===== src/rtl/matrix_ls_sequencer_pkg.sv =====
// Shared types and constants for the matrix load/store row sequencer.
// The optional stall counter is enabled with MATRIX_LS_SEQ_PERF_EN.
package matrix_ls_sequencer_pkg;

  localparam int MLS_ROWS   = 4;
  localparam int MLS_ADDR_W = 32;
  localparam int MLS_MREG_W = 5;
  localparam int MLS_ROW_W  = $clog2(MLS_ROWS);

  localparam logic [1:0] MLS_LOAD  = 2'b01;
  localparam logic [1:0] MLS_STORE = 2'b10;

  typedef enum logic [1:0] {
    IDLE  = 2'd0,
    ISSUE = 2'd1,
    DONE  = 2'd2
  } matls_seq_state_t;

  typedef struct packed {
    logic [1:0]            ls;
    logic [MLS_MREG_W-1:0] mat;
    logic [MLS_ROW_W-1:0]  row;
    logic [MLS_ADDR_W-1:0] addr;
  } matls_row_req_t;

  // 00 and 11 are reserved encodings and complete with an error
  function automatic logic mls_ls_legal(input logic [1:0] ls);
    return (ls == MLS_LOAD) || (ls == MLS_STORE);
  endfunction

endpackage


===== src/rtl/matrix_ls_sequencer_if.sv =====
// Request, scratchpad row and completion bundles of the load/store sequencer.
interface matrix_ls_sequencer_if
  import matrix_ls_sequencer_pkg::*;
#(
  parameter int ADDR_W = MLS_ADDR_W,
  parameter int MREG_W = MLS_MREG_W,
  parameter int ROW_W  = MLS_ROW_W
);

  logic              req_valid;
  logic              req_ready;
  logic [1:0]        req_ls;
  logic [MREG_W-1:0] req_rd;
  logic [ADDR_W-1:0] req_base;
  logic [ADDR_W-1:0] req_stride;

  logic              sp_req_valid;
  logic              sp_req_ready;
  logic [1:0]        sp_req_ls;
  logic [MREG_W-1:0] sp_req_mat;
  logic [ROW_W-1:0]  sp_req_row;
  logic [ADDR_W-1:0] sp_req_addr;

  logic              done_valid;
  logic [MREG_W-1:0] done_rd;
  logic [1:0]        done_ls;
  logic              done_err;

  modport seq (
    input  req_valid, req_ls, req_rd, req_base, req_stride, sp_req_ready,
    output req_ready, sp_req_valid, sp_req_ls, sp_req_mat, sp_req_row, sp_req_addr,
    output done_valid, done_rd, done_ls, done_err
  );

  modport tb (
    output req_valid, req_ls, req_rd, req_base, req_stride, sp_req_ready,
    input  req_ready, sp_req_valid, sp_req_ls, sp_req_mat, sp_req_row, sp_req_addr,
    input  done_valid, done_rd, done_ls, done_err
  );

endinterface


===== src/rtl/matrix_ls_sequencer_addr_gen.sv =====
// Row counter and row-address accumulator; clear wins over load, load over step.
module matrix_ls_sequencer_addr_gen #(
  parameter int ROWS   = 4,
  parameter int ADDR_W = 32,
  parameter int ROW_W  = $clog2(ROWS)
) (
  input  logic              CLK,
  input  logic              RST,
  input  logic              clear,
  input  logic              load,
  input  logic              step,
  input  logic [ADDR_W-1:0] base,
  input  logic [ADDR_W-1:0] stride,
  output logic [ROW_W-1:0]  row,
  output logic [ADDR_W-1:0] addr,
  output logic              last
);

  logic [ADDR_W-1:0] stride_r;

  // address wraps modulo 2^ADDR_W, so negative strides work as two's complement
  always_ff @(posedge CLK or posedge RST) begin
    if (RST) begin
      row      <= '0;
      addr     <= '0;
      stride_r <= '0;
    end else if (clear) begin
      row <= '0;
    end else if (load) begin
      row      <= '0;
      addr     <= base;
      stride_r <= stride;
    end else if (step) begin
      row  <= row + ROW_W'(1);
      addr <= addr + stride_r;
    end else begin
      row <= row;
    end
  end

  assign last = (row == ROW_W'(ROWS - 1));

endmodule


===== src/rtl/matrix_ls_sequencer.sv =====
// Splits one matrix load/store request into ROWS scratchpad row requests.
// Define MATRIX_LS_SEQ_PERF_EN to add the saturating stall_cnt output.
module matrix_ls_sequencer
  import matrix_ls_sequencer_pkg::*;
#(
  parameter int ROWS   = MLS_ROWS,
  parameter int ADDR_W = MLS_ADDR_W,
  parameter int MREG_W = MLS_MREG_W
) (
  input  logic               CLK,
  input  logic               RST,
  input  logic               flush,
  matrix_ls_sequencer_if.seq bus,
  output logic               busy
`ifdef MATRIX_LS_SEQ_PERF_EN
  ,
  output logic [31:0]        stall_cnt
`endif
);

  localparam int ROW_W = $clog2(ROWS);

  matls_seq_state_t  state;
  logic [1:0]        ls_r;
  logic [MREG_W-1:0] mat_r;
  logic              err_r;
  logic              accept;
  logic              handshake;
  logic              row_last;
  logic [ROW_W-1:0]  row;
  logic [ADDR_W-1:0] addr;

  assign accept    = (state == IDLE) && bus.req_valid && !flush;
  assign handshake = (state == ISSUE) && bus.sp_req_ready;

  matrix_ls_sequencer_addr_gen #(
    .ROWS   (ROWS),
    .ADDR_W (ADDR_W),
    .ROW_W  (ROW_W)
  ) u_addr_gen (
    .CLK    (CLK),
    .RST    (RST),
    .clear  (flush),
    .load   (accept),
    .step   (handshake),
    .base   (bus.req_base),
    .stride (bus.req_stride),
    .row    (row),
    .addr   (addr),
    .last   (row_last)
  );

  // flush overrides every state; a row handshaken in the flush cycle still counts at the scratchpad
  always_ff @(posedge CLK or posedge RST) begin
    if (RST) begin
      state <= IDLE;
      ls_r  <= 2'b00;
      mat_r <= '0;
      err_r <= 1'b0;
    end else if (flush) begin
      state <= IDLE;
    end else begin
      case (state)
        IDLE: begin
          if (bus.req_valid) begin
            ls_r  <= bus.req_ls;
            mat_r <= bus.req_rd;
            err_r <= !mls_ls_legal(bus.req_ls);
            state <= mls_ls_legal(bus.req_ls) ? ISSUE : DONE;
          end else begin
            state <= IDLE;
          end
        end
        ISSUE: begin
          if (handshake && row_last) begin
            state <= DONE;
          end else begin
            state <= ISSUE;
          end
        end
        DONE:    state <= IDLE;
        default: state <= IDLE;
      endcase
    end
  end

  assign bus.req_ready    = (state == IDLE) && !flush;
  assign bus.sp_req_valid = (state == ISSUE);
  assign bus.sp_req_ls    = ls_r;
  assign bus.sp_req_mat   = mat_r;
  assign bus.sp_req_row   = row;
  assign bus.sp_req_addr  = addr;

  assign bus.done_valid = (state == DONE) && !flush;
  assign bus.done_rd    = bus.done_valid ? mat_r : '0;
  assign bus.done_ls    = bus.done_valid ? ls_r : 2'b00;
  assign bus.done_err   = bus.done_valid && err_r;
  assign busy           = (state != IDLE);

`ifdef MATRIX_LS_SEQ_PERF_EN
  // counts backpressured row cycles; survives flush, saturates at all-ones
  always_ff @(posedge CLK or posedge RST) begin
    if (RST) begin
      stall_cnt <= 32'd0;
    end else if (bus.sp_req_valid && !bus.sp_req_ready && (stall_cnt != 32'hFFFF_FFFF)) begin
      stall_cnt <= stall_cnt + 32'd1;
    end else begin
      stall_cnt <= stall_cnt;
    end
  end
`endif

endmodule


===== src/flat_wrapper.sv =====
// flat-port wrapper written by rule: the top's interface ports become plain ports
module matrix_ls_sequencer_flat import matrix_ls_sequencer_pkg::*;
#(
  parameter int ROWS   = MLS_ROWS,
  parameter int ADDR_W = MLS_ADDR_W,
  parameter int MREG_W = MLS_MREG_W
)
  (CLK, RST, flush, busy, bus_req_valid, bus_req_ls, bus_req_rd, bus_req_base, bus_req_stride, bus_sp_req_ready, bus_req_ready, bus_sp_req_valid, bus_sp_req_ls, bus_sp_req_mat, bus_sp_req_row, bus_sp_req_addr, bus_done_valid, bus_done_rd, bus_done_ls, bus_done_err);
  matrix_ls_sequencer_if #(.ADDR_W(ADDR_W), .MREG_W(MREG_W)) bus_i ();
  input  logic CLK;
  input  logic RST;
  input  logic flush;
  output logic busy;
  input wire logic [$bits(bus_i.req_valid)-1:0] bus_req_valid;
  input wire logic [$bits(bus_i.req_ls)-1:0] bus_req_ls;
  input wire logic [$bits(bus_i.req_rd)-1:0] bus_req_rd;
  input wire logic [$bits(bus_i.req_base)-1:0] bus_req_base;
  input wire logic [$bits(bus_i.req_stride)-1:0] bus_req_stride;
  input wire logic [$bits(bus_i.sp_req_ready)-1:0] bus_sp_req_ready;
  output wire logic [$bits(bus_i.req_ready)-1:0] bus_req_ready;
  output wire logic [$bits(bus_i.sp_req_valid)-1:0] bus_sp_req_valid;
  output wire logic [$bits(bus_i.sp_req_ls)-1:0] bus_sp_req_ls;
  output wire logic [$bits(bus_i.sp_req_mat)-1:0] bus_sp_req_mat;
  output wire logic [$bits(bus_i.sp_req_row)-1:0] bus_sp_req_row;
  output wire logic [$bits(bus_i.sp_req_addr)-1:0] bus_sp_req_addr;
  output wire logic [$bits(bus_i.done_valid)-1:0] bus_done_valid;
  output wire logic [$bits(bus_i.done_rd)-1:0] bus_done_rd;
  output wire logic [$bits(bus_i.done_ls)-1:0] bus_done_ls;
  output wire logic [$bits(bus_i.done_err)-1:0] bus_done_err;
  assign bus_i.req_valid = bus_req_valid;
  assign bus_i.req_ls = bus_req_ls;
  assign bus_i.req_rd = bus_req_rd;
  assign bus_i.req_base = bus_req_base;
  assign bus_i.req_stride = bus_req_stride;
  assign bus_i.sp_req_ready = bus_sp_req_ready;
  assign bus_req_ready = bus_i.req_ready;
  assign bus_sp_req_valid = bus_i.sp_req_valid;
  assign bus_sp_req_ls = bus_i.sp_req_ls;
  assign bus_sp_req_mat = bus_i.sp_req_mat;
  assign bus_sp_req_row = bus_i.sp_req_row;
  assign bus_sp_req_addr = bus_i.sp_req_addr;
  assign bus_done_valid = bus_i.done_valid;
  assign bus_done_rd = bus_i.done_rd;
  assign bus_done_ls = bus_i.done_ls;
  assign bus_done_err = bus_i.done_err;
  matrix_ls_sequencer #(.ROWS(ROWS), .ADDR_W(ADDR_W), .MREG_W(MREG_W)) u_core (.CLK(CLK), .RST(RST), .flush(flush), .bus(bus_i), .busy(busy));
endmodule

===== config.mk =====
export PLATFORM = sky130hd
export DESIGN_NAME = matrix_ls_sequencer_flat
export DESIGN_NICKNAME = d
export VERILOG_FILES = /design/src/rtl/matrix_ls_sequencer_pkg.sv /design/src/rtl/matrix_ls_sequencer_if.sv /design/src/rtl/matrix_ls_sequencer_addr_gen.sv /design/src/rtl/matrix_ls_sequencer.sv /design/src/flat_wrapper.sv
export SDC_FILE = /design/constraint.sdc
export NUM_CORES = 1
export LEC_CHECK = 0
export ABC_AREA = 1
export BUFFER_PORTS_ARGS = -buffer_cell sky130_fd_sc_hd__buf_2
export CAP_MARGIN = 20
export CORE_MARGIN = 2
export CORE_UTILIZATION = 30
export CTS_CLUSTER_SIZE = 16
export DETAILED_ROUTE_END_ITERATION = 12
export PLACE_DENSITY_LB_ADDON = 0.1
export SYNTH_ARGS = -nofsm -noshare
export SYNTH_HDL_FRONTEND = slang
export SYNTH_HIERARCHICAL = 1
export SYNTH_SLANG_ARGS = --single-unit

===== constraint.sdc =====
create_clock -name CLK -period 2.3 [get_ports CLK]
set_clock_uncertainty 0.1 [all_clocks]
set_input_delay 0.345 -clock CLK [delete_from_list [all_inputs] [get_ports CLK]]
set_output_delay 0.345 -clock CLK [all_outputs]
set_load 0.1 [all_outputs]

== Word-level counts from Yosys, hierarchy flattened ==
Index checks and enable logic that the tools add are counted.
Word-level totals
  output and inout port bits: 53
  word-level logic and storage cells: 44
  flip-flop bits (word level): 76
  input port bits: 76
Operators by class
  mux-type cells: 12
  add/subtract/negate cells: 2
  reduce and logical (&&, ||, !) cells: 17
  bitwise logic cells: 1
  equality and inequality tests: 5
Operators by type and width (count)
  32-bit two-way mux: 2
  32-bit adder: 1
  2-bit two-way mux: 8
  1-bit logical AND: 7
  2-bit == test (second input constant): 3
  5-bit two-way mux: 1
  2-bit by 1-bit == test with 1-bit output (second input constant): 2
  2-bit case mux with 2 select lines: 1
  2-bit AND reduction: 2
  2-bit nonzero test: 2
  3-bit AND reduction: 1
  3-bit nonzero test: 1
  2-bit by 1-bit adder with 2-bit output (second input constant): 1
  1-bit logical NOT: 2
  2-bit logical NOT: 1
  1-bit logical OR: 1
  1-bit inverter: 1

== Longest topological paths before layout ==
Gate-level depths: netlist of the first run.
  depth in word-level cells: 6
  gate-level depth with buffers: 13
  gate-level depth less buffers: 13

== Cells and area by module ==
Netlist of the first run, hierarchy kept.
By module, submodules not included
  matrix_ls_sequencer_addr_gen: sequential area each 1651.6 sq um, area an instance 5187.5 sq um, cells an instance 774, times used 1
  matrix_ls_sequencer: sequential area each 250.2 sq um, area an instance 584.3 sq um, cells an instance 73, times used 1

== Least setup slack after synthesis of the first run ==
No wires, ideal clock.
  path kind: reg-to-output
  from: reg u_core.ls_r[0], in the netlist u_core/bus.sp_req_ls[0]
  to: out bus_done_ls[0]
  required time: 1.855 ns
  slack: -0.515 ns
  stages on the path, launching flop included: 3
  buffers on the path: 0
  data arrival time: 2.370 ns
  cells stage by stage: dfrtp_1 > inv_1 > nor2_1
Between the ends
  word-level cells in the longest chain between the ends: 1
Ends and longest elaborated chain
  from (decl): RTL line matrix_ls_sequencer.sv:24  | logic [1:0] ls_r;
  from (signal assigned): RTL line matrix_ls_sequencer.sv:66  | ls_r <= bus.req_ls;
  2-bit two-way mux: RTL line matrix_ls_sequencer.sv:96  | assign bus.done_ls = bus.done_valid ? ls_r : 2'b00;
  to (decl): RTL line flat_wrapper.sv:28  | output wire logic [$bits(bus_i.done_ls)-1:0] bus_done_ls;
Every way passes these cells.

== Worst setup path after layout of the first run ==
  from: reg u_core.u_addr_gen.addr[0]
  to: reg u_core.u_addr_gen.addr[16]
Between the ends
  word-level cells in the longest chain between the ends: 3
Ends and longest elaborated chain
  from (decl): RTL line matrix_ls_sequencer_addr_gen.sv:15  | output logic [ADDR_W-1:0] addr,
  from (signal assigned): RTL line matrix_ls_sequencer_addr_gen.sv:31  | addr <= base;
  from (signal assigned): RTL line matrix_ls_sequencer_addr_gen.sv:35  | addr <= addr + stride_r;
  32-bit adder: RTL line matrix_ls_sequencer_addr_gen.sv:35
  32-bit two-way mux: RTL line matrix_ls_sequencer_addr_gen.sv:33  | end else if (step) begin
  32-bit two-way mux: RTL line matrix_ls_sequencer_addr_gen.sv:29  | end else if (load) begin
Every way passes these cells. The select of a mux whose other input is x is not followed.
A chain may end at the register's enable or synchronous reset.

==> summary.txt, run 1 <==
Global routing
  – Gr usage total: 0.174
  – Largest net degree at the start of global routing: 67
  – Vias in the first global route: 5258
  – First-pass GRT wire length: 27.4 mm
  – GRT overflow: 0
  – Initial antenna violation count: 0

Final layout
  – Area of the multi-input gates: 3310 sq um
  – Fillers: 2042
  – Antenna Cells: 0
  – Final nets: 1088
  – Register area: 1920 sq um
  – P&R area growth vs syn: 25.1%
  – Post-Layout Cell Count: 1218
  – Layout cells sized above 1: 0.253
  – Final Instance Area: 7220 sq um

Detailed routing
  – Drt first pass iters: 4
  – WL met2: 7.55 mm
  – Via count: 5441
  – Wire length on met3: 814 um
  – DR iter-0 viols: 306
  – DR top layer: met4
  – DRT antenna net count: 0
  – DRT met1 WL: 8.62 mm
  – Vias/cell: 4.47
  – Final Routed Wirelength: 17.2 mm
  – Post-route DRC: 0
  – WL per Instance: 14.1 um

Synth
  – Primary FF master, synth: dfrtp_1
  – Sequential area share after synthesis: 0.330
  – Compound-Gate Fraction of Synth Area: 0.0728
  – Area leader, netlist: dfrtp_1
  – Synth Area in Simple Gates: 0.329
  – Combinational family with the most area after synthesis: simple AND/OR/NAND/NOR gates
  – Post-synthesis mux area share: 0.0642
  – Syn Area/Cell: 6.81 sq um
  – Count leader, synth: nand2_1
  – Synth unique cells: 37
  – Mapped Area: 5770 sq um
  – Post-Syn Nets: 956
  – Cell count after synthesis: 847
  – Synth Area in XOR/XNOR: 0.0228
  – Post-synth ARST share: 1.00
  – Adder-Cell Fraction of Synth Area: 0.0728
  – Main area contributors after synthesis: dfrtp_1, nand2_1, inv_1
  – #FFs+latches synth: 76
  – Synth warnings: 6
  – Post-synth EDFFs: 0
  – Synth top cells by count: nand2_1, inv_1, nor2_1
  – Post-synth top area share: 0.330

STA
  – RSZ-0062 raised after global routing: true
  – Relative max-transition margin: 0.466
  – Final number of setup-violating endpoints: 0
  – Least-Margin Pin Slew: 0.800 ns
  – Final hold viol count: 0
  – Final Cycle Share: 0.934
  – Final Max Slew Viols: 0
  – Min cycle time layout: 2.15 ns
  – Setup TNS: 0 ns
  – Max Freq: 0.465 GHz

Critical path
  – Worst Path Arrival: 2.29 ns
  – CP startpoint: u_core/u_addr_gen/addr[0]
  – Worst setup path category: reg -> reg
  – Flop-to-flop setup slack: 0.15 ns
  – Crit-path max FO: 4
  – Worst reg2reg path endpoint: u_core/u_addr_gen/addr[16]
  – Startpoint types: flip-flop
  – Worst EP required: 2.44 ns
  – Worst reg2reg path depth: 12
  – RR Startpoint: u_core/u_addr_gen/addr[0]
  – CP Capture Type: flip-flop

Place
  – I/O Buffers: 128
  – Placed Cells: 1201
  – Placer Congestion: 0.896
  – Placed cell areas: 6900 sq um
  – Dpl hpwl: 13.6 mm

Status
  – Outcome: completed

Worst hold path
  – Hold Crit Start: bus_req_rd[4]
  – Hold endpoint: u_core/bus.sp_req_mat[4]
  – Min-delay worst type: in -> reg
  – Hold Path Depth: 3

Die
  – I/O Pins: 129
  – Core area: 18800 sq um
  – Initial core utilization: 0.308
  – Die ar.: 20400 sq um
  – Core Rows: 50
  – Die W: 143 um
  – Die H: 143 um

CTS
  – H-tree lvl count: 3
  – CTS root buf: clkbuf_16
  – CTS clk-pin slew, worst paths: 0.06 ns
  – CTS tree: yes
  – Clock latency at the later pin of the worst-skew pair: 0.35 ns
  – Number of setup buffers added after CTS: 0
  – Clock sink total: 76
  – Longest Clk Path Bufs: 2
  – CTS buffer count: 9

Power and ir drop
  – Max IR drop VDD: 0.000635 V
  – P_leak: 4.10 nW
  – Pwr dens: 1540 nW/um^2

Job
  – Maxcap violations: 0
[what timing repair did]
item,4_1_cts,5_1_grt
hold endpoints to repair,25,0
hold buffers,1,0
resized for setup,0,4
setup endpoints to repair,0,7
[worst max path at each step]
stage / slack (ns) / cells after the start / end
after floorplan: -0.08 / 2 / bus_done_ls[0]
after global placement: 0.14 / 12 / u_core/u_addr_gen/addr[16]
after detailed placement: 0.09 / 12 / u_core/u_addr_gen/addr[16]
after CTS: 0.07 / 12 / u_core/u_addr_gen/addr[16]
after global routing: -0.01 / 12 / u_core/u_addr_gen/addr[20]
final: 0.15 / 12 / u_core/u_addr_gen/addr[16]
[cell type report]
| cell class | instances | share of cell area |
|---|---|---|
| clock inverter | 6 | 0.00884 |
| multi-input combinational | 613 | 0.458 |
| sequential | 76 | 0.266 |
| timing repair buffer | 138 | 0.120 |
| inverter | 141 | 0.0733 |
| tap | 234 | 0.0405 |
| clock buffer | 10 | 0.0331 |
[routing by layer]
layer / GRT usage / vias to the layer above
met5: 0 / -
met4: 0.0485 / 0
met3: 0.0272 / 15
met2: 0.277 / 131
met1: 0.246 / 2423
li1: - / 2872
[stage by stage]
step	total power [mW]	hold WS (ns)	setup WS, ns	util
6_report	11.1	0.100	0.152	0.385
5_1_grt	12.1	0.103	-0.0106	0.385
4_1_cts	11.2	0.0906	0.0715	0.384
3_5_place_dp	9.68	0.281	0.0925	0.368
3_3_place_gp	9.69	0.273	0.145	0.368
2_1_floorplan	8.04	0.0852	-0.0824	-
[power by group]
part / leakage [nW] / total [mW] / internal (mW) / switching [mW]
registers: 0.901 / 2.17 / 1.80 / 0.364
logic: 3.05 / 7.49 / 2.00 / 5.48
clock network: 0.144 / 1.47 / 0.868 / 0.604
[cell usage in the layout, fill, tap and decap left out, drive strengths merged, types with 4 or more instances in the layout]
cell type,instances
a21oi,27
nor2,96
buf,137
inv,141
ha,32
nand2,313
clkbuf,10
xor2,10
nor3,5
o221ai,4
nand3,46
mux2,32
dfrtp,76
xnor2,5
o21ai,28
[registers in the layout, summed over array words and instances, names as in the netlist]
name and flops:
u_core/u_addr_gen/stride_r 32, u_core/state 2, u_core/u_addr_gen/row 2, u_core/bus.sp_req_ls 2, u_core/err_r 1, u_core/bus.sp_req_mat 5
u_core/u_addr_gen/addr 32
[cell families (layout without fill, tap and decap cells)]
family,after synthesis,after routing
fa+ha+maj,33,33
buf+inv,158,295
flops,76,76
mux,33,33
simple gates,464,464
compound gates,68,68
xor+xnor,15,15
[worst max-delay path: stages (launching register included)]
cell and delay, ns:
dfrtp_2 0.41, ha_1 0.24, fa_2 0.39, nand3_1 0.10, nand3_1 0.14, nand2_1 0.09, nand2_1 0.12, nand2_1 0.09
nand2_1 0.07, a21oi_1 0.11, o21ai_1 0.08, nand2_1 0.06, nand2_1 0.04
No activity file was read; power rests on OpenSTA's default activity.
==> run 2: changes to the inputs <==
- CORE_MARGIN: 2 -> unset
==> summary.txt, run 2 (synthesis results as in run 1) <==
Final layout
  – Final Instance Area: 7200 sq um (-0.28%)
  – Final nets: 1088 (unchanged)
  – Most frequent cells in the layout: nand2_1, inv_1, buf_2
  – Post-layout util: 0.384 (-0.00107)
  – Antenna Cells: 0 (unchanged)
  – Commonest non-fill, non-tap cell in the layout: nand2_1
  – P&R area growth vs syn: 24.8%
  – Layout cells sized above 1: 0.251 (-0.00203)

Power and ir drop
  – Max IR drop VDD: 0.000681 V (+7.2%)
  – Pwr dens: 1530 nW/um^2 (-0.48%)
  – P_leak: 4.10 nW (+0.16%)
  – Pwr Total: 11.0 mW (-0.75%)

Die
  – Core area: 18800 sq um (unchanged)
  – Initial core utilization: 0.308 (unchanged)
  – I/O Pins: 129 (unchanged)
  – Core Rows: 50 (unchanged)
  – Die W: 141 um (-1.4%)
  – Die H: 141 um (-1.4%)
  – Die ar.: 19800 sq um (-2.8%)

STA
  – RSZ-0062 raised after global routing: false
  – Min cycle time layout: 2.12 ns (-0.0264 ns)
  – Final number of setup-violating endpoints: 0 (unchanged)
  – Final Cycle Share: 0.923 (-0.0115)
  – Max Freq: 0.471 GHz (+1.2%)
  – Final WS setup: 0.178 ns (+0.0264 ns)
  – Hold WS: 0.108 ns (+0.00711 ns)
  – Final hold viol count: 0 (unchanged)
  – Least-Margin Pin Slew: 0.801 ns (+0.000667 ns)
  – Final Max Slew Viols: 0 (unchanged)
  – Relative max-transition margin: 0.465 (about the same)

Global routing
  – Gr usage total: 0.180 (+0.00602)
  – First-pass GRT wire length: 27.7 mm (+1.4%)
  – GRT overflow: 0 (unchanged)
  – Vias in the first global route: 5337 (+1.5%)
  – Largest net degree at the start of global routing: 49 (-27%)
  – Initial antenna violation count: 0 (unchanged)

Job
  – Maxcap violations: 0 (unchanged)

Critical path
  – Worst Path Arrival: 2.26 ns (-0.03 ns)
  – RR Startpoint: u_core/u_addr_gen/addr[0]
  – Worst reg2reg path depth: 12 (unchanged)
  – Crit-path max FO: 4 (unchanged)
  – CP Capture Type: flip-flop
  – Worst EP required: 2.44 ns (about the same)
  – Worst setup path category: reg -> reg
  – Worst reg2reg path endpoint: u_core/u_addr_gen/addr[16]
  – Critical path's top delay family: simple AND/OR/NAND/NOR gates
  – Most frequent CP cell: nand2_1
  – Slowest-stage cell, CP: dfrtp_2
  – Startpoint types: flip-flop
  – Crit path cell chain: ha_1 > fa_2 > nand3_1 > nand3_2 > nand2_1 > nand2_1 > nand2_1 > nand2_1 > a21oi_1 > o21ai_1 > nand2_1 > nand2_1
  – Flop-to-flop setup slack: 0.18 ns (+0.03 ns)
  – Largest stage delay, worst path: 0.41 ns (about the same)
  – Number of buffers and inverters on the critical path: 0 (unchanged)

Detailed routing
  – WL per Instance: 13.8 um (-2.0%)
  – Final Routed Wirelength: 16.9 mm (-2.0%)
  – Post-route DRC: 0 (unchanged)
  – Drt first pass iters: 5 (+1)
  – Vias/cell: 4.41 (-1.3%)
  – DR iter-0 viols: 309 (+0.98%)
  – Via count: 5368 (-1.3%)
  – DRT antenna net count: 0 (unchanged)

CTS
  – CTS tree: yes
  – CTS root buf: clkbuf_16
  – H-tree lvl count: 3 (unchanged)
  – Clock latency at the later pin of the worst-skew pair: 0.35 ns (about the same)
  – CTS clk-pin slew, worst paths: 0.06 ns (about the same)
  – CTS buffer count: 9 (unchanged)
  – Number of setup buffers added after CTS: 0 (unchanged)
  – Clock sink total: 76 (unchanged)
  – Longest Clk Path Bufs: 2 (unchanged)

Status
  – Outcome: completed

Worst hold path
  – Min-delay worst type: in -> reg
  – Hold endpoint: u_core/bus.sp_req_mat[3]
  – Hold Crit Start: bus_req_rd[3]
  – Hold Path Depth: 3 (unchanged)

Place
  – Placer Congestion: 0.875 (-2.4%)
  – Setup WS pre-CTS: 0.0696 ns (-0.0229 ns)
  – Placed cell areas: 6900 sq um (unchanged)
  – I/O Buffers: 128 (unchanged)
  – Dpl hpwl: 13.4 mm (-1.3%)
-- run 2: timing repair --
| item | CTS | global route |
|---|---|---|
| setup endpoints to repair | 0 | 9 |
| hold buffers | 1 | 0 |
| gates resized for setup | 0 | 3 |
| endpoints found under the hold margin | 10 | 0 |
-- run 2: tightest hold or removal path, cell delays in order --
cell and delay, ns:
buf_2 0.08, nand2_2 0.05, o21ai_2 0.04
-- run 2: report_power, final --
group | switching, mW | internal, mW | total, mW | leakage [nW]
Combinational | 5.47 | 2.00 | 7.47 | 3.06
Sequential | 0.365 | 1.81 | 2.17 | 0.901
Clock | 0.574 | 0.831 | 1.41 | 0.146
-- run 2: cell type report --
type,instances,area [sq um]
tap,234,293
multi-input combinational,613,3310
inverter,141,529
clock buffer,10,229
clock inverter,6,55.1
fill,2066,11600
sequential,76,1920
timing repair buffer,138,866
-- run 2: per-stage QoR --
stage,setup TNS (ns),instances
after global placement,0,1201
after global routing,0,1218
after detailed placement,0,1201
after CTS,0,1218
after floorplan,-0.113,847
final,0,1218
-- run 2: how the worst max path moves through the flow --
stage | startpoint | to | slack, ns | depth (start not counted)
final | u_core/u_addr_gen/addr[0] | u_core/u_addr_gen/addr[16] | 0.18 | 12
after global routing | u_core/u_addr_gen/addr[5] | u_core/u_addr_gen/addr[31] | 0.0006 | 13
after global placement | u_core/u_addr_gen/addr[0] | u_core/u_addr_gen/addr[16] | 0.12 | 12
after floorplan | u_core/bus.sp_req_ls[0] | bus_done_ls[0] | -0.08 | 2
after detailed placement | u_core/u_addr_gen/addr[0] | u_core/u_addr_gen/addr[16] | 0.07 | 12
after CTS | u_core/u_addr_gen/addr[0] | u_core/u_addr_gen/addr[16] | 0.06 | 12
-- run 2: metal layers --
metal / track usage / up-vias / share of wire
li1: - / 2881 / -
met1: 0.252 / 2345 / 0.50
met2: 0.284 / 130 / 0.44
met3: 0.0336 / 12 / 0.048
met4: 0.0475 / 0 / 0.011
met5: 0 / - / 0
==> run 3: changes to the inputs <==
- ABC_AREA: 1 -> 0
- CORE_ASPECT_RATIO: unset -> 1.1
- SETUP_SLACK_MARGIN: unset -> 0.3
==> summary.txt, run 3 <==
Global routing
  – Top Usage Layer GRT: met2
  – Initial antenna violation count: 0 (unchanged)
  – GR Util met3: 0.0348 (+0.00119)
  – Largest net degree at the start of global routing: 44 (-10%)
  – Vias in the first global route: 4824 (-9.6%)
  – Gr usage total: 0.181 (+0.000746)
  – GRT overflow: 0 (unchanged)
  – M1 GR Usage: 0.239 (-0.0136)
  – M2 GR Usage: 0.292 (+0.00801)
  – First-pass GRT wire length: 23.6 mm (-15%)

STA
  – Final number of setup-violating endpoints: 20 (+20)
  – Final hold viol count: 0 (unchanged)
  – Final Cycle Share: 1.15 (+0.229)
  – Min cycle time layout: 2.65 ns (+0.526 ns)
  – Max Freq: 0.378 GHz (-20%)
  – Hold WS: 0.105 ns (-0.00242 ns)
  – Final WS setup: -0.348 ns (-0.526 ns)
  – Least-Margin Pin Slew: 0.497 ns (-0.303 ns)
  – RSZ-0062 raised after global routing: true
  – Final Max Slew Viols: 0 (unchanged)
  – Setup TNS: -3.47 ns (-3.47 ns)
  – Relative max-transition margin: 0.671 (+0.205)

Synth
  – #FFs+latches synth: 76 (unchanged)
  – Count leader, synth: dfrtp_1
  – Synth warnings: 6 (unchanged)
  – Syn Area/Cell: 9.63 sq um (+41%)
  – Synth top cells by count: dfrtp_1, a21oi_1, nand2_1
  – Main area contributors after synthesis: dfrtp_1, ha_1, mux2_2
  – Post-Syn Nets: 620 (-35%)
  – Post-synth EDFFs: 0 (unchanged)
  – Mapped Area: 4920 sq um (-15%)
  – Cell count after synthesis: 511 (-40%)
  – Post-synth top area share: 0.386 (+0.0568)
  – Primary FF master, synth: dfrtp_1
  – Area leader, netlist: dfrtp_1
  – Post-synth ARST share: 1.00 (unchanged)
  – Synth unique cells: 58 (+57%)
  – Sequential area share after synthesis: 0.386 (+0.0568)

Power and ir drop
  – Max IR drop VDD: 0.000602 V (-12%)
  – Pwr dens: 1680 nW/um^2 (+9.7%)
  – P_leak: 3.64 nW (-11%)
  – Pwr Total: 13.4 mW (+21%)

Detailed routing
  – Via count: 4643 (-14%)
  – Post-route DRC: 0 (unchanged)
  – DRT antenna net count: 0 (unchanged)
  – Drt first pass iters: 6 (+1)
  – WL per Instance: 15.7 um (+14%)
  – Final Routed Wirelength: 15.0 mm (-11%)
  – Vias/cell: 4.88 (+11%)
  – DR iter-0 viols: 151 (-51%)

Die
  – Core area: 15900 sq um (-16%)
  – Die ar.: 16900 sq um (-14%)
  – Die W: 124 um (-12%)
  – I/O Pins: 129 (unchanged)
  – Die H: 136 um (-3.1%)
  – Core Rows: 48 (-4.0%)
  – Initial core utilization: 0.311 (+0.00299)

CTS
  – CTS root buf: clkbuf_16
  – Longest Clk Path Bufs: 2 (unchanged)
  – H-tree lvl count: 3 (unchanged)
  – Clock sink total: 76 (unchanged)
  – CTS tree: yes
  – Clock latency at the later pin of the worst-skew pair: 0.35 ns (about the same)
  – CTS clk-pin slew, worst paths: 0.07 ns (about the same)
  – CTS buffer count: 9 (unchanged)

Critical path
  – Crit path cell chain: ha_4 > nand4_1 > or3_4 > a2111oi_4 > o31ai_4 > o21ai_2 > a41oi_2 > a2111o_1 > nand3_1
  – Worst Path Arrival: 2.84 ns (+0.58 ns)
  – Startpoint types: flip-flop
  – Slowest-stage cell, CP: dfrtp_2
  – Worst reg2reg path depth: 9 (-3)
  – Crit-path max FO: 4 (unchanged)
  – Worst reg2reg path endpoint: u_core/u_addr_gen/addr[31]
  – Flop-to-flop setup slack: -0.35 ns (-0.53 ns)
  – CP startpoint: u_core/u_addr_gen/addr[17]
  – Instance count on the critical path: 9 (-3)
  – Worst setup path category: reg -> reg
  – Worst EP required: 2.49 ns (+0.05 ns)
  – RR Startpoint: u_core/u_addr_gen/addr[17]
  – Number of buffers and inverters on the critical path: 0 (unchanged)
  – Critical path's top delay family: compound AO/OA/AOI/OAI gates
  – CP Capture Type: flip-flop
  – Largest stage delay, worst path: 0.42 ns (about the same)
  – Worst Setup EP: u_core/u_addr_gen/addr[31]

Final layout
  – Fillers: 1514 (-27%)
  – Commonest non-fill, non-tap cell in the layout: buf_2
  – Layout cells sized above 1: 0.561 (+0.310)
  – Antenna Cells: 0 (unchanged)
  – Post-layout util: 0.502 (+0.118)
  – Most frequent cells in the layout: buf_2, buf_4, dfrtp_1
  – Final nets: 856 (-21%)
  – P&R area growth vs syn: 61.6%

Status
  – Failing checks: negative setup slack
  – Outcome: complete, but fails checks

Job
  – Maxcap violations: 0 (unchanged)

Place
  – Dpl hpwl: 11.2 mm (-17%)
  – Placer Congestion: 0.824 (-5.8%)
  – I/O Buffers: 128 (unchanged)

Worst hold path
  – Min-delay worst type: in -> reg
==> run 3: changes by cell type in the layout (fill, tap and decap cells not counted), sizes merged, moves of 16 or more <==
cell | previous run | this run
nand3 | 46 | 10
nor2 | 96 | 30
buf | 137 | 249
nand2 | 313 | 47
a21oi | 27 | 50
o21ai | 28 | 44
inv | 141 | 14
==> run 3: worst min path at each step <==
stage,startpoint,endpoint,cells past startpoint
after global routing,bus_req_rd[4],u_core/bus.sp_req_mat[4],2
after detailed placement,RST,u_core/u_addr_gen/row[0],2
final,bus_req_rd[4],u_core/bus.sp_req_mat[4],2
after CTS,bus_req_rd[1],u_core/bus.sp_req_mat[1],2
after global placement,RST,u_core/u_addr_gen/stride_r[31],2
after floorplan,RST,u_core/bus.sp_req_ls[0],1
==> run 3: kinds of logic (layout without fill, tap and decap cells) <==
family,Yosys count,count (layout),share of synthesized area
compound gates,152,152,0.193
xor+xnor,29,29,0.0516
fa+ha+maj,33,33,0.0854
buf+inv,37,277,0.0351
flops,76,76,0.386
mux,50,50,0.112
simple gates,134,135,0.137
==> run 3: worst reg2reg max path, cell delays in order (launching register included) <==
cell	delay, ns
dfrtp_2	0.42
ha_4	0.29
nand4_1	0.14
or3_4	0.37
a2111oi_4	0.39
o31ai_4	0.11
o21ai_2	0.17
a41oi_2	0.13
a2111o_1	0.38
nand3_1	0.08
==> run 3: report_power, final <==
group	internal (mW)	switching, mW	leakage, nW
Combinational	4.00	5.60	2.60
Sequential	1.83	0.456	0.890
Clock	0.858	0.633	0.147
==> run 3: layout make-up <==
type / count / area (sq um) / area share
Clock buffer: 9 / 225 / 0.0283
Clock inverter: 7 / 81.3 / 0.0102
Inverter: 11 / 45.0 / 0.00566
Multi-Input combinational cell: 399 / 3650 / 0.458
Sequential cell: 76 / 1940 / 0.243
Tap cell: 200 / 250 / 0.0314
Timing Repair Buffer: 250 / 1770 / 0.223
==> run 3: through the flow <==
stage               cell area, sq um  setup slack, ns  std cells
floorplan                       5560           -0.517        511
global placement                7140           -0.420        917
detailed placement              7140           -0.427        917
CTS                             7820           -0.334        945
global route                    7960           -0.462        952
finish                          7960           -0.348        952
==> run 3: what timing repair did <==
action / in CTS / in global routing
setup buffers: 11 / 6
cloned: 0 / 1
hold buffers: 1 / 0
hold endpoints to repair: 20 / 0
setup endpoints to repair: 39 / 42
gates resized for setup: 51 / 20
pin swaps: 30 / 28
==> run 3: per-layer routing <==
metal	vias up	wire [um]
met5	-	0
met4	0	189
met3	13	771
met2	98	7040
met1	2212	6970
li1	2320	-
